File: src/rtl/ram_burst_cache_reader_if.sv
// ram_burst_cache_reader_if
//   Bundles the user read port and the DDR3 UI read side of the burst cache reader.
//   User side : rd_req, rd_addr, flush -> block; rd_ready, rd_valid, rd_data, miss_count <- block
//   RAM side  : ram_address, ram_cmd, ram_en -> UI; ram_rdy, ram_rd_valid,
//               ram_rd_data_end, ram_rd_data <- UI
//   modport slave  : view taken by the cache reader itself
//   modport master : view taken by whatever drives requests and models the UI
interface ram_burst_cache_reader_if #(
    parameter int ADDR_W = 27,
    parameter int WORD_W = 16,
    parameter int BEAT_W = 64
);
    logic              rd_req;
    logic [ADDR_W-1:0] rd_addr;
    logic              flush;
    logic              rd_ready;
    logic              rd_valid;
    logic [WORD_W-1:0] rd_data;
    logic [15:0]       miss_count;

    logic [ADDR_W-1:0] ram_address;
    logic [2:0]        ram_cmd;
    logic              ram_en;
    logic              ram_rdy;
    logic              ram_rd_valid;
    logic              ram_rd_data_end;
    logic [BEAT_W-1:0] ram_rd_data;

    modport slave (
        input  rd_req, rd_addr, flush,
        input  ram_rdy, ram_rd_valid, ram_rd_data_end, ram_rd_data,
        output rd_ready, rd_valid, rd_data, miss_count,
        output ram_address, ram_cmd, ram_en
    );

    modport master (
        output rd_req, rd_addr, flush,
        output ram_rdy, ram_rd_valid, ram_rd_data_end, ram_rd_data,
        input  rd_ready, rd_valid, rd_data, miss_count,
        input  ram_address, ram_cmd, ram_en
    );
endinterface

File: src/rtl/ram_burst_cache_reader.sv
// ram_burst_cache_reader
//   Direct-mapped read cache in front of a DDR3 UI read port. A hit returns the
//   word one cycle after acceptance; a miss issues one burst read, fills the
//   line beat by beat and returns the requested word from the new line.
//   Ports:
//     clk   : sole clock, rising edge
//     reset : asynchronous, active-high
//     bus   : ram_burst_cache_reader_if.slave (user read port + UI read port)
//
//   state | meaning
//   IDLE  | ready for a request; hits are answered from here
//   CMD   | read command presented on the UI until ram_rdy
//   FILL  | collecting burst beats into the line
//   RESP  | rd_valid pulse carrying the word from the freshly filled line
module ram_burst_cache_reader #(
    parameter int ADDR_W = 27,
    parameter int WORD_W = 16,
    parameter int BEAT_W = 64,
    parameter int BEATS  = 2,
    parameter int LINES  = 4
) (
    input  logic                    clk,
    input  logic                    reset,
    ram_burst_cache_reader_if.slave bus
);
    localparam int LINE_W = BEATS * BEAT_W;
    localparam int WPL    = LINE_W / WORD_W;
    localparam int OFF_W  = $clog2(WPL);
    localparam int IDX_W  = $clog2(LINES);
    localparam int TAG_W  = ADDR_W - OFF_W - IDX_W;
    localparam int CNT_W  = (BEATS > 1) ? $clog2(BEATS) : 1;
    localparam logic [CNT_W-1:0] LAST_BEAT = CNT_W'(BEATS - 1);

    typedef enum logic [1:0] {
        IDLE = 2'd0,
        CMD  = 2'd1,
        FILL = 2'd2,
        RESP = 2'd3
    } state_t;

    state_t state;
    state_t state_next;

    logic [LINES-1:0]  line_valid;
    logic [TAG_W-1:0]  tag_mem  [LINES];
    logic [LINE_W-1:0] data_mem [LINES];

    logic [ADDR_W-1:0] cap_addr;
    logic [CNT_W-1:0]  beat_cnt;
    logic              flush_pend;
    logic              rd_valid_q;
    logic [WORD_W-1:0] rd_data_q;
    logic [15:0]       miss_cnt_q;

    logic [OFF_W-1:0]  req_off;
    logic [IDX_W-1:0]  req_idx;
    logic [TAG_W-1:0]  req_tag;
    logic [OFF_W-1:0]  cap_off;
    logic [IDX_W-1:0]  cap_idx;
    logic [TAG_W-1:0]  cap_tag;

    logic              accept;
    logic              hit;
    logic              miss;
    logic              beat_we;
    logic              fill_done;
    logic [LINE_W-1:0] hit_line;
    logic [WORD_W-1:0] hit_word;
    logic [LINE_W-1:0] filled_line;
    logic [WORD_W-1:0] fill_word;

    logic              ram_en_c;
    logic [2:0]        ram_cmd_c;
    logic [ADDR_W-1:0] ram_address_c;

    assign req_off = bus.rd_addr[OFF_W-1:0];
    assign req_idx = bus.rd_addr[OFF_W +: IDX_W];
    assign req_tag = bus.rd_addr[ADDR_W-1 -: TAG_W];
    assign cap_off = cap_addr[OFF_W-1:0];
    assign cap_idx = cap_addr[OFF_W +: IDX_W];
    assign cap_tag = cap_addr[ADDR_W-1 -: TAG_W];

    // A flush in the acceptance cycle wins: the lookup sees an empty cache.
    assign accept = bus.rd_req && (state == IDLE);
    assign hit    = accept && !bus.flush && line_valid[req_idx] &&
                    (tag_mem[req_idx] == req_tag);
    assign miss   = accept && !hit;

    assign hit_line = data_mem[req_idx];
    assign hit_word = hit_line[req_off*WORD_W +: WORD_W];

    // Beats are only taken in FILL; strays elsewhere are dropped.
    assign beat_we   = (state == FILL) && bus.ram_rd_valid;
    assign fill_done = beat_we && (bus.ram_rd_data_end || (beat_cnt == LAST_BEAT));

    // Line as it will look after this cycle's beat, so the RESP word
    // already includes the final beat.
    always_comb begin
        filled_line = data_mem[cap_idx];
        filled_line[beat_cnt*BEAT_W +: BEAT_W] = bus.ram_rd_data;
    end

    assign fill_word = filled_line[cap_off*WORD_W +: WORD_W];

    always_ff @(posedge clk or posedge reset) begin
        if (reset) begin
            state <= IDLE;
        end else begin
            state <= state_next;
        end
    end

    always_comb begin
        state_next    = state;
        ram_en_c      = 1'b0;
        ram_cmd_c     = 3'b000;
        ram_address_c = '0;
        unique case (state)
            IDLE: begin
                if (miss) state_next = CMD;
            end
            CMD: begin
                ram_en_c      = 1'b1;
                ram_cmd_c     = 3'b001;
                ram_address_c = {cap_addr[ADDR_W-1:OFF_W], {OFF_W{1'b0}}};
                if (bus.ram_rdy) state_next = FILL;
            end
            FILL: begin
                if (fill_done) state_next = RESP;
            end
            RESP: begin
                state_next = IDLE;
            end
            default: state_next = IDLE;
        endcase
    end

    always_ff @(posedge clk or posedge reset) begin
        if (reset) begin
            line_valid <= '0;
            cap_addr   <= '0;
            beat_cnt   <= '0;
            flush_pend <= 1'b0;
            rd_valid_q <= 1'b0;
            rd_data_q  <= '0;
            miss_cnt_q <= '0;
        end else begin
            rd_valid_q <= 1'b0;

            if (accept) cap_addr <= bus.rd_addr;

            if (hit) begin
                rd_valid_q <= 1'b1;
                rd_data_q  <= hit_word;
            end

            if (miss && (miss_cnt_q != 16'hFFFF)) miss_cnt_q <= miss_cnt_q + 16'd1;

            if (beat_we) beat_cnt <= beat_cnt + CNT_W'(1);

            if (bus.flush) line_valid <= '0;

            // A flush seen while filling must keep the new line invalid.
            if (bus.flush && (state == FILL)) flush_pend <= 1'b1;

            if (fill_done) begin
                beat_cnt   <= '0;
                flush_pend <= 1'b0;
                rd_valid_q <= 1'b1;
                rd_data_q  <= fill_word;
                if (!flush_pend && !bus.flush) line_valid[cap_idx] <= 1'b1;
            end
        end
    end

    // Line storage needs no reset; validity alone decides what can hit.
    always_ff @(posedge clk) begin
        if (beat_we)   data_mem[cap_idx] <= filled_line;
        if (fill_done) tag_mem[cap_idx]  <= cap_tag;
    end

    assign bus.rd_ready    = (state == IDLE);
    assign bus.rd_valid    = rd_valid_q;
    assign bus.rd_data     = rd_data_q;
    assign bus.miss_count  = miss_cnt_q;
    assign bus.ram_en      = ram_en_c;
    assign bus.ram_cmd     = ram_cmd_c;
    assign bus.ram_address = ram_address_c;
endmodule
File: src/flat_wrapper.sv
// flat-port wrapper written by rule: the top's interface ports become plain ports
module ram_burst_cache_reader_flat 
#(
    parameter int ADDR_W = 27,
    parameter int WORD_W = 16,
    parameter int BEAT_W = 64,
    parameter int BEATS  = 2,
    parameter int LINES  = 4
)
  (clk, reset, bus_rd_req, bus_rd_addr, bus_flush, bus_ram_rdy, bus_ram_rd_valid, bus_ram_rd_data_end, bus_ram_rd_data, bus_rd_ready, bus_rd_valid, bus_rd_data, bus_miss_count, bus_ram_address, bus_ram_cmd, bus_ram_en);
  ram_burst_cache_reader_if #(.ADDR_W(ADDR_W), .WORD_W(WORD_W), .BEAT_W(BEAT_W)) bus_i ();
  input  logic clk;
  input  logic reset;
  input wire logic [$bits(bus_i.rd_req)-1:0] bus_rd_req;
  input wire logic [$bits(bus_i.rd_addr)-1:0] bus_rd_addr;
  input wire logic [$bits(bus_i.flush)-1:0] bus_flush;
  input wire logic [$bits(bus_i.ram_rdy)-1:0] bus_ram_rdy;
  input wire logic [$bits(bus_i.ram_rd_valid)-1:0] bus_ram_rd_valid;
  input wire logic [$bits(bus_i.ram_rd_data_end)-1:0] bus_ram_rd_data_end;
  input wire logic [$bits(bus_i.ram_rd_data)-1:0] bus_ram_rd_data;
  output wire logic [$bits(bus_i.rd_ready)-1:0] bus_rd_ready;
  output wire logic [$bits(bus_i.rd_valid)-1:0] bus_rd_valid;
  output wire logic [$bits(bus_i.rd_data)-1:0] bus_rd_data;
  output wire logic [$bits(bus_i.miss_count)-1:0] bus_miss_count;
  output wire logic [$bits(bus_i.ram_address)-1:0] bus_ram_address;
  output wire logic [$bits(bus_i.ram_cmd)-1:0] bus_ram_cmd;
  output wire logic [$bits(bus_i.ram_en)-1:0] bus_ram_en;
  assign bus_i.rd_req = bus_rd_req;
  assign bus_i.rd_addr = bus_rd_addr;
  assign bus_i.flush = bus_flush;
  assign bus_i.ram_rdy = bus_ram_rdy;
  assign bus_i.ram_rd_valid = bus_ram_rd_valid;
  assign bus_i.ram_rd_data_end = bus_ram_rd_data_end;
  assign bus_i.ram_rd_data = bus_ram_rd_data;
  assign bus_rd_ready = bus_i.rd_ready;
  assign bus_rd_valid = bus_i.rd_valid;
  assign bus_rd_data = bus_i.rd_data;
  assign bus_miss_count = bus_i.miss_count;
  assign bus_ram_address = bus_i.ram_address;
  assign bus_ram_cmd = bus_i.ram_cmd;
  assign bus_ram_en = bus_i.ram_en;
  ram_burst_cache_reader #(.ADDR_W(ADDR_W), .WORD_W(WORD_W), .BEAT_W(BEAT_W), .BEATS(BEATS), .LINES(LINES)) u_core (.clk(clk), .reset(reset), .bus(bus_i));
endmodule
File: config.mk
export PLATFORM = sky130hd
export DESIGN_NAME = ram_burst_cache_reader_flat
export DESIGN_NICKNAME = d
export VERILOG_FILES = /design/src/rtl/ram_burst_cache_reader_if.sv /design/src/rtl/ram_burst_cache_reader.sv /design/src/flat_wrapper.sv
export SDC_FILE = /design/constraint.sdc
export NUM_CORES = 1
export LEC_CHECK = 0
export CAP_MARGIN = 0
export CORE_UTILIZATION = 28
export CTS_CLUSTER_DIAMETER = 80
export DETAILED_ROUTE_END_ITERATION = 8
export GPL_TIMING_DRIVEN = 0
export PLACE_DENSITY = 0.5
export SLEW_MARGIN = 20
export SYNTH_ARGS = -nofsm -noshare
export SYNTH_HDL_FRONTEND = slang
export SYNTH_SLANG_ARGS = --single-unit
File: constraint.sdc
create_clock -name clk -period 24.9 [get_ports clk]
set_clock_uncertainty 0.2 [all_clocks]
set_input_delay 4.98 -clock clk [delete_from_list [all_inputs] [get_ports clk]]
set_output_delay 4.98 -clock clk [all_outputs]
set_load 0.02 [all_outputs]
Word level (Yosys, flattened, before mapping)
Memories as Yosys holds them, arrays and structs flattened.
Index checks and enable logic that the tools add are counted.
{"block": "op_classes", "eq_ne": 8, "n_bitwise": 1, "n_reduce_logical": 20, "n_shift": 4, "muxes": 27, "n_lt_le_gt_ge": 3, "addsub": 3}
{"op": "128-bit by 8-bit indexed part select with 16-bit output", "n": 2}
{"op": "128-bit bitwise mux", "n": 1}
{"op": "64-bit by 34-bit variable shift with 128-bit output (first input constant)", "n": 1}
{"op": "64-bit by 34-bit indexed part select with 128-bit output", "n": 1}
{"op": "7-bit negator with 34-bit output", "n": 1}
{"op": "16-bit two-way mux", "n": 2}
{"op": "27-bit two-way mux", "n": 1}
{"op": "22-bit == test", "n": 1}
{"op": "16-bit by 1-bit adder with 16-bit output (second input constant)", "n": 1}
{"op": "16-bit != test (second input constant)", "n": 1}
{"op": "1-bit two-way mux", "n": 14}
{"op": "4-bit two-way mux", "n": 3}
{"op": "1-bit logical AND", "n": 11}
{"op": "2-bit case mux with 4 select lines", "n": 1}
{"op": "2-bit by 3-bit less-than comparator with 1-bit output (second input constant)", "n": 2}
{"op": "2-bit two-way mux", "n": 3}
{"op": "2-bit nonzero test", "n": 3}
{"op": "2-bit == test (second input constant)", "n": 2}
{"op": "2-bit by 1-bit != test with 1-bit output (second input constant)", "n": 2}
{"op": "4-bit OR", "n": 1}
{"op": "1-bit zero test", "n": 3}
{"op": "3-bit AND reduction", "n": 1}
{"op": "1-bit binary-select mux with 2-bit select", "n": 1}
{"op": "1-bit demux with 2-bit select", "n": 1}
{"op": "6 further kinds", "n": 6}
{"block": "totals", "n_memories": 2, "mem_bits_rw": 600, "regBits": 68, "word_cells": 76, "input_bits": 98}
{"memory": "u_core.data_mem", "words": 4, "word_bits": 128, "rd": 2, "rd_ports_with_merged_regs": 0, "write_ports": 1, "line": "ram_burst_cache_reader.sv:46", "source": "logic [LINE_W-1:0] data_mem [LINES];"}
{"memory": "u_core.tag_mem", "words": 4, "word_bits": 22, "rd": 1, "rd_ports_with_merged_regs": 0, "write_ports": 1, "line": "ram_burst_cache_reader.sv:45", "source": "logic [TAG_W-1:0] tag_mem [LINES];"}

Depth between registers and ports, before layout
{"block": "logic_depth", "word_depth": 9, "ltp_mapped": 12, "mapped_depth_nobuf": 9}

Worst setup path after synthesis
OpenSTA, ideal clock, no wires.
{"block": "synth_timing", "kind": "input to register", "start": "input port bus_ram_rd_valid", "end": "memory u_core.data_mem[0][0] in the netlist's numbering (enable)", "path_stages": 2, "arrival_ps": 13763, "setup_time_ps": 772, "path_buffers": 0, "path_slack_ps": 10166, "required_time_ps": 23928, "path_cell_list": "nand2_1 > nor3_1"}
{"block": "synth_via", "elab_chain_len": 3}
{"element": "start, declared", "line": "flat_wrapper.sv:18", "source": "input wire logic [$bits(bus_i.ram_rd_valid)-1:0] bus_ram_rd_valid;"}
{"element": "1-bit logical AND", "line": "ram_burst_cache_reader.sv:93", "source": "assign beat_we = (state == FILL) && bus.ram_rd_valid;"}
{"element": "1-bit two-way mux", "line": "ram_burst_cache_reader.sv:178", "source": "if (beat_we) data_mem[cap_idx] <= filled_line;"}
{"element": "1-bit two-way mux (implied by the code)", "line": "ram_burst_cache_reader.sv:178"}
{"element": "end, declared", "line": "ram_burst_cache_reader.sv:46"}
Every way passes these cells.

Worst setup path in the final report
{"block": "layout_timing", "start": "register u_core.cap_addr[4]", "end": "output port bus_ram_address[4]"}
{"block": "layout_via", "elab_chain_len": 1}
{"element": "start, declared", "line": "ram_burst_cache_reader.sv:48", "source": "logic [ADDR_W-1:0] cap_addr;"}
{"element": "start signal, assigned", "line": "ram_burst_cache_reader.sv:150", "source": "if (accept) cap_addr <= bus.rd_addr;"}
{"element": "27-bit two-way mux", "line": "ram_burst_cache_reader.sv:118", "source": "unique case (state)"}
{"element": "end, declared", "line": "flat_wrapper.sv:25", "source": "output wire logic [$bits(bus_i.ram_address)-1:0] bus_ram_address;"}
Every way passes these cells.

==> metrics <==
sort of element at the start of the critical path flop; dominant cell by count in the synthesized netlist sky130_fd_sc_hd__edfxtp_1; Synth Cell Area between 0.03 and 0.04 mm²; total clock buffers created by CTS just under 80; floorplan die area between 0.1 and 0.15 mm²; count of hold-fix buffers inserted at cts 0; Clock H-tree levels 3; overall power consumption 4.241 mW; count of buffers inserted at the top-level ports 153; Total Routing Usage GR 18.90%; Post-route DRC 0; cell repeated most along the worst path sky130_fd_sc_hd__clkbuf_1; Routed WL 108800 µm; FFs w/ async S/R, synth 10.18%; Worst-path clk slew 60 ps; number of DRC violations after detailed-routing iteration 0 approximately 1.9k; clock latency of the later-clocked register in the worst-skew pair 630 ps; DP HPWL roughly 76000 µm; post-synthesis cell type with the largest combined area sky130_fd_sc_hd__edfxtp_1; number of global-route vias before repair 19.53k; initial core utilization 28.25%; worst reg-to-reg path cell count 9; CP cell instances clkbuf_1 > clkbuf_1 > and2_1 > clkdlybuf4s50_1; cts repair resizes 0; boundary pin count roughly 160; maximum fanout along the worst path 10; setup repair after global routing missed its margin no; Sequential Area just under 0.02 mm²; Filler Cells Inserted ~10k; maximum buffer depth of the clock tree 3; post-layout minimum cycle time about 8400 ps; Peak supply drop 0.08771 mV; number of vias after detailed routing around 18k; CP arrival 3260 ps; nets between 2k and 2.5k; fin util 34.38%; sequential fraction of the synthesis area 62.05%; remaining global-route overflow 0; per-cell routed wire length 31.35 µm; via density per instance 5.276; remaining antenna violation count after routing 0; r2r setup slk 20900 ps; pin slew with the least headroom to its limit 1221 ps; area added between synthesis and finish 21.69%; cell types with the highest counts after synthesis sky130_fd_sc_hd__edfxtp_1 (600), sky130_fd_sc_hd__mux4_2 (318), sky130_fd_sc_hd__mux2_2 (188); endpoints failing setup 0; number of distinct library cell variants in the gate-level netlist after synthesis 57; areal power density over the cells ~110 mW/mm²; most instantiated flip-flop cell in the synthesis netlist sky130_fd_sc_hd__edfxtp_1; row count 123; Worst Hold Class flop to flop; FF+latch count, synth 668; family with the most delay on the worst path buffers and inverters; cell count along the critical path 4; proportion of layout cells with a drive suffix above 1 38.67%; critical path data required time 19720 ps; die width 338.9 µm; pin count of the biggest net entering global routing 51; outcome complete, no violations; CTS root buffer sky130_fd_sc_hd__clkbuf_16; type of the worst setup path flop to output port; combined area of the multi-input logic cells 0.01149 mm²; fraction of post-synthesis cell area in the top cell type by area 56.69%; Critical Path End Type output port; drt first pass iters 5; cell count of the worst hold path 1; area of the core 0.1125 mm²; Fmax achieved 118.4 MHz; leakage power of the design 12.63 nW; synthesized area per cell between 15 and 20 µm²; Post-CTS Setup Bufs 0; Crit-path slowest cell sky130_fd_sc_hd__clkbuf_1; Tcrit/Tclk final 33.91%; final-report hold violation count 0; TritonCTS clock tree done; Worst slew margin between 15 and 20%; global-route wire length before repair 152300 µm; summed negative setup slack over all endpoints 0 ps; number of buffers and inverters on the critical path 3; number of enable-type register cells in the synthesized netlist 600; last weighted congestion value of the routability-driven placer roughly 0.81; largest cells by area after synthesis sky130_fd_sc_hd__edfxtp_1 (57%), sky130_fd_sc_hd__mux4_2 (23%), sky130_fd_sc_hd__mux2_2 (6.7%); Final Max Tran Viols 0; Die Y-Extent around 340 µm; Syn. warnings 0; TritonCTS Sinks 668; Syn Inst Count 1615; Slowest Stage Delay on Critical Path approximately 840 ps; number of max-cap violations 0; antenna violations before repair 2
## placed cells by master (no fill, tap or decap), types with 5 or more instances in the layout
master,count
sky130_fd_sc_hd__clkbuf_16,79
sky130_fd_sc_hd__o21ai_0,17
sky130_fd_sc_hd__buf_2,36
sky130_fd_sc_hd__clkinv_2,12
sky130_fd_sc_hd__buf_16,13
sky130_fd_sc_hd__bufinv_16,6
sky130_fd_sc_hd__edfxtp_1,600
sky130_fd_sc_hd__mux2i_1,63
sky130_fd_sc_hd__clkinv_1,12
sky130_fd_sc_hd__and2_1,27
sky130_fd_sc_hd__mux4_2,318
sky130_fd_sc_hd__a31oi_1,5
sky130_fd_sc_hd__nand3_1,8
sky130_fd_sc_hd__inv_1,8
sky130_fd_sc_hd__nor2_4,6
sky130_fd_sc_hd__xnor2_1,28
sky130_fd_sc_hd__dfrtp_1,68
sky130_fd_sc_hd__o21ai_1,15
sky130_fd_sc_hd__clkdlybuf4s50_1,153
sky130_fd_sc_hd__nand2_1,51
sky130_fd_sc_hd__clkbuf_2,25
sky130_fd_sc_hd__ha_1,5
sky130_fd_sc_hd__buf_1,5
sky130_fd_sc_hd__mux2_2,188
sky130_fd_sc_hd__nor2_1,16
sky130_fd_sc_hd__buf_12,13
sky130_fd_sc_hd__clkbuf_1,56
sky130_fd_sc_hd__conb_1,5
sky130_fd_sc_hd__buf_6,18
sky130_fd_sc_hd__nand4_1,17
sky130_fd_sc_hd__buf_4,29
sky130_fd_sc_hd__nor2b_1,6
## registers in the layout (all words and copies together), names as in the netlist
name	flops
u_core.beat_cnt	1
u_core.bus.miss_count	16
u_core.bus.rd_data	16
u_core.bus.rd_valid	1
u_core.cap_addr	27
u_core.data_mem	512
u_core.flush_pend	1
u_core.line_valid	4
u_core.state	2
u_core.tag_mem	88
## worst paths after layout
check | start | to
setup / recovery | u_core.cap_addr[4]$_DFFE_PP0P_ | bus_ram_address[4]
hold / removal | u_core.bus.miss_count[7]$_DFFE_PP0P_ | u_core.bus.miss_count[7]$_DFFE_PP0P_
setup reg to reg | u_core.cap_addr[4]$_DFFE_PP0P_ | u_core.bus.rd_data[14]$_DFFE_PP0P_
hold reg to reg | u_core.bus.miss_count[7]$_DFFE_PP0P_ | u_core.bus.miss_count[7]$_DFFE_PP0P_
max in group asynchronous | reset | u_core.beat_cnt$_DFFE_PP0P_
min in group asynchronous | reset | u_core.bus.rd_data[13]$_DFFE_PP0P_
## per-stage QoR
step | setup slack, ps | cells | cell area (µm²) | hold slack [ps]
2_1_floorplan | 10170 | 1619 | 31800 | 262.5
3_3_place_gp | -516.3 | 3272 | 35200 | 281.4
3_5_place_dp | 16390 | 3324 | 36150 | 292.9
4_1_cts | 16400 | 3468 | 38660 | 305.2
5_1_grt | 16340 | 3469 | 38670 | 313.3
6_report | 16460 | 3470 | 38670 | 295.5
## cell families (layout without fill, tap and decap cells)
group | after synthesis | count (layout) | synth area share [%]
AND/OR/NAND/NOR | 149 | 149 | 2.394
multiplexers | 570 | 570 | 31.22
AO/OA/AOI/OAI | 63 | 63 | 1.291
XOR/XNOR | 30 | 30 | 0.8268
flip-flops | 668 | 668 | 62.05
other | 1 | 7 | 0.01180
buffers and inverters | 129 | 478 | 2.016
adder cells (fa/ha/maj) | 5 | 5 | 0.1969
## where the power goes
group	leakage (nW)	switching (mW)	internal (mW)
clock network	1.22	0.475	0.657
logic	5.14	0.872	0.646
registers	6.27	0.0854	1.51
## area by class of cell
type	count	share of cell area (%)
flip-flops and latches	668	50.99
repair buffers	205	6.170
plain buffers	119	1.653
diodes	2	0.01294
well taps	1500	4.853
clock inverters	39	1.107
multi-input cells	822	29.71
inverters	10	0.1100
clock buffers	105	5.390
## routing by layer
metal  up-vias  routed length (µm)  global-route usage, %
met5         -                   0                      0
met4         0                3079                  5.854
met3       150                6285                  2.776
met2       680               54590                  32.01
met1     10080               44830                  24.91
li1       7400                   -                      -
(Power assumes the default switching activity.)
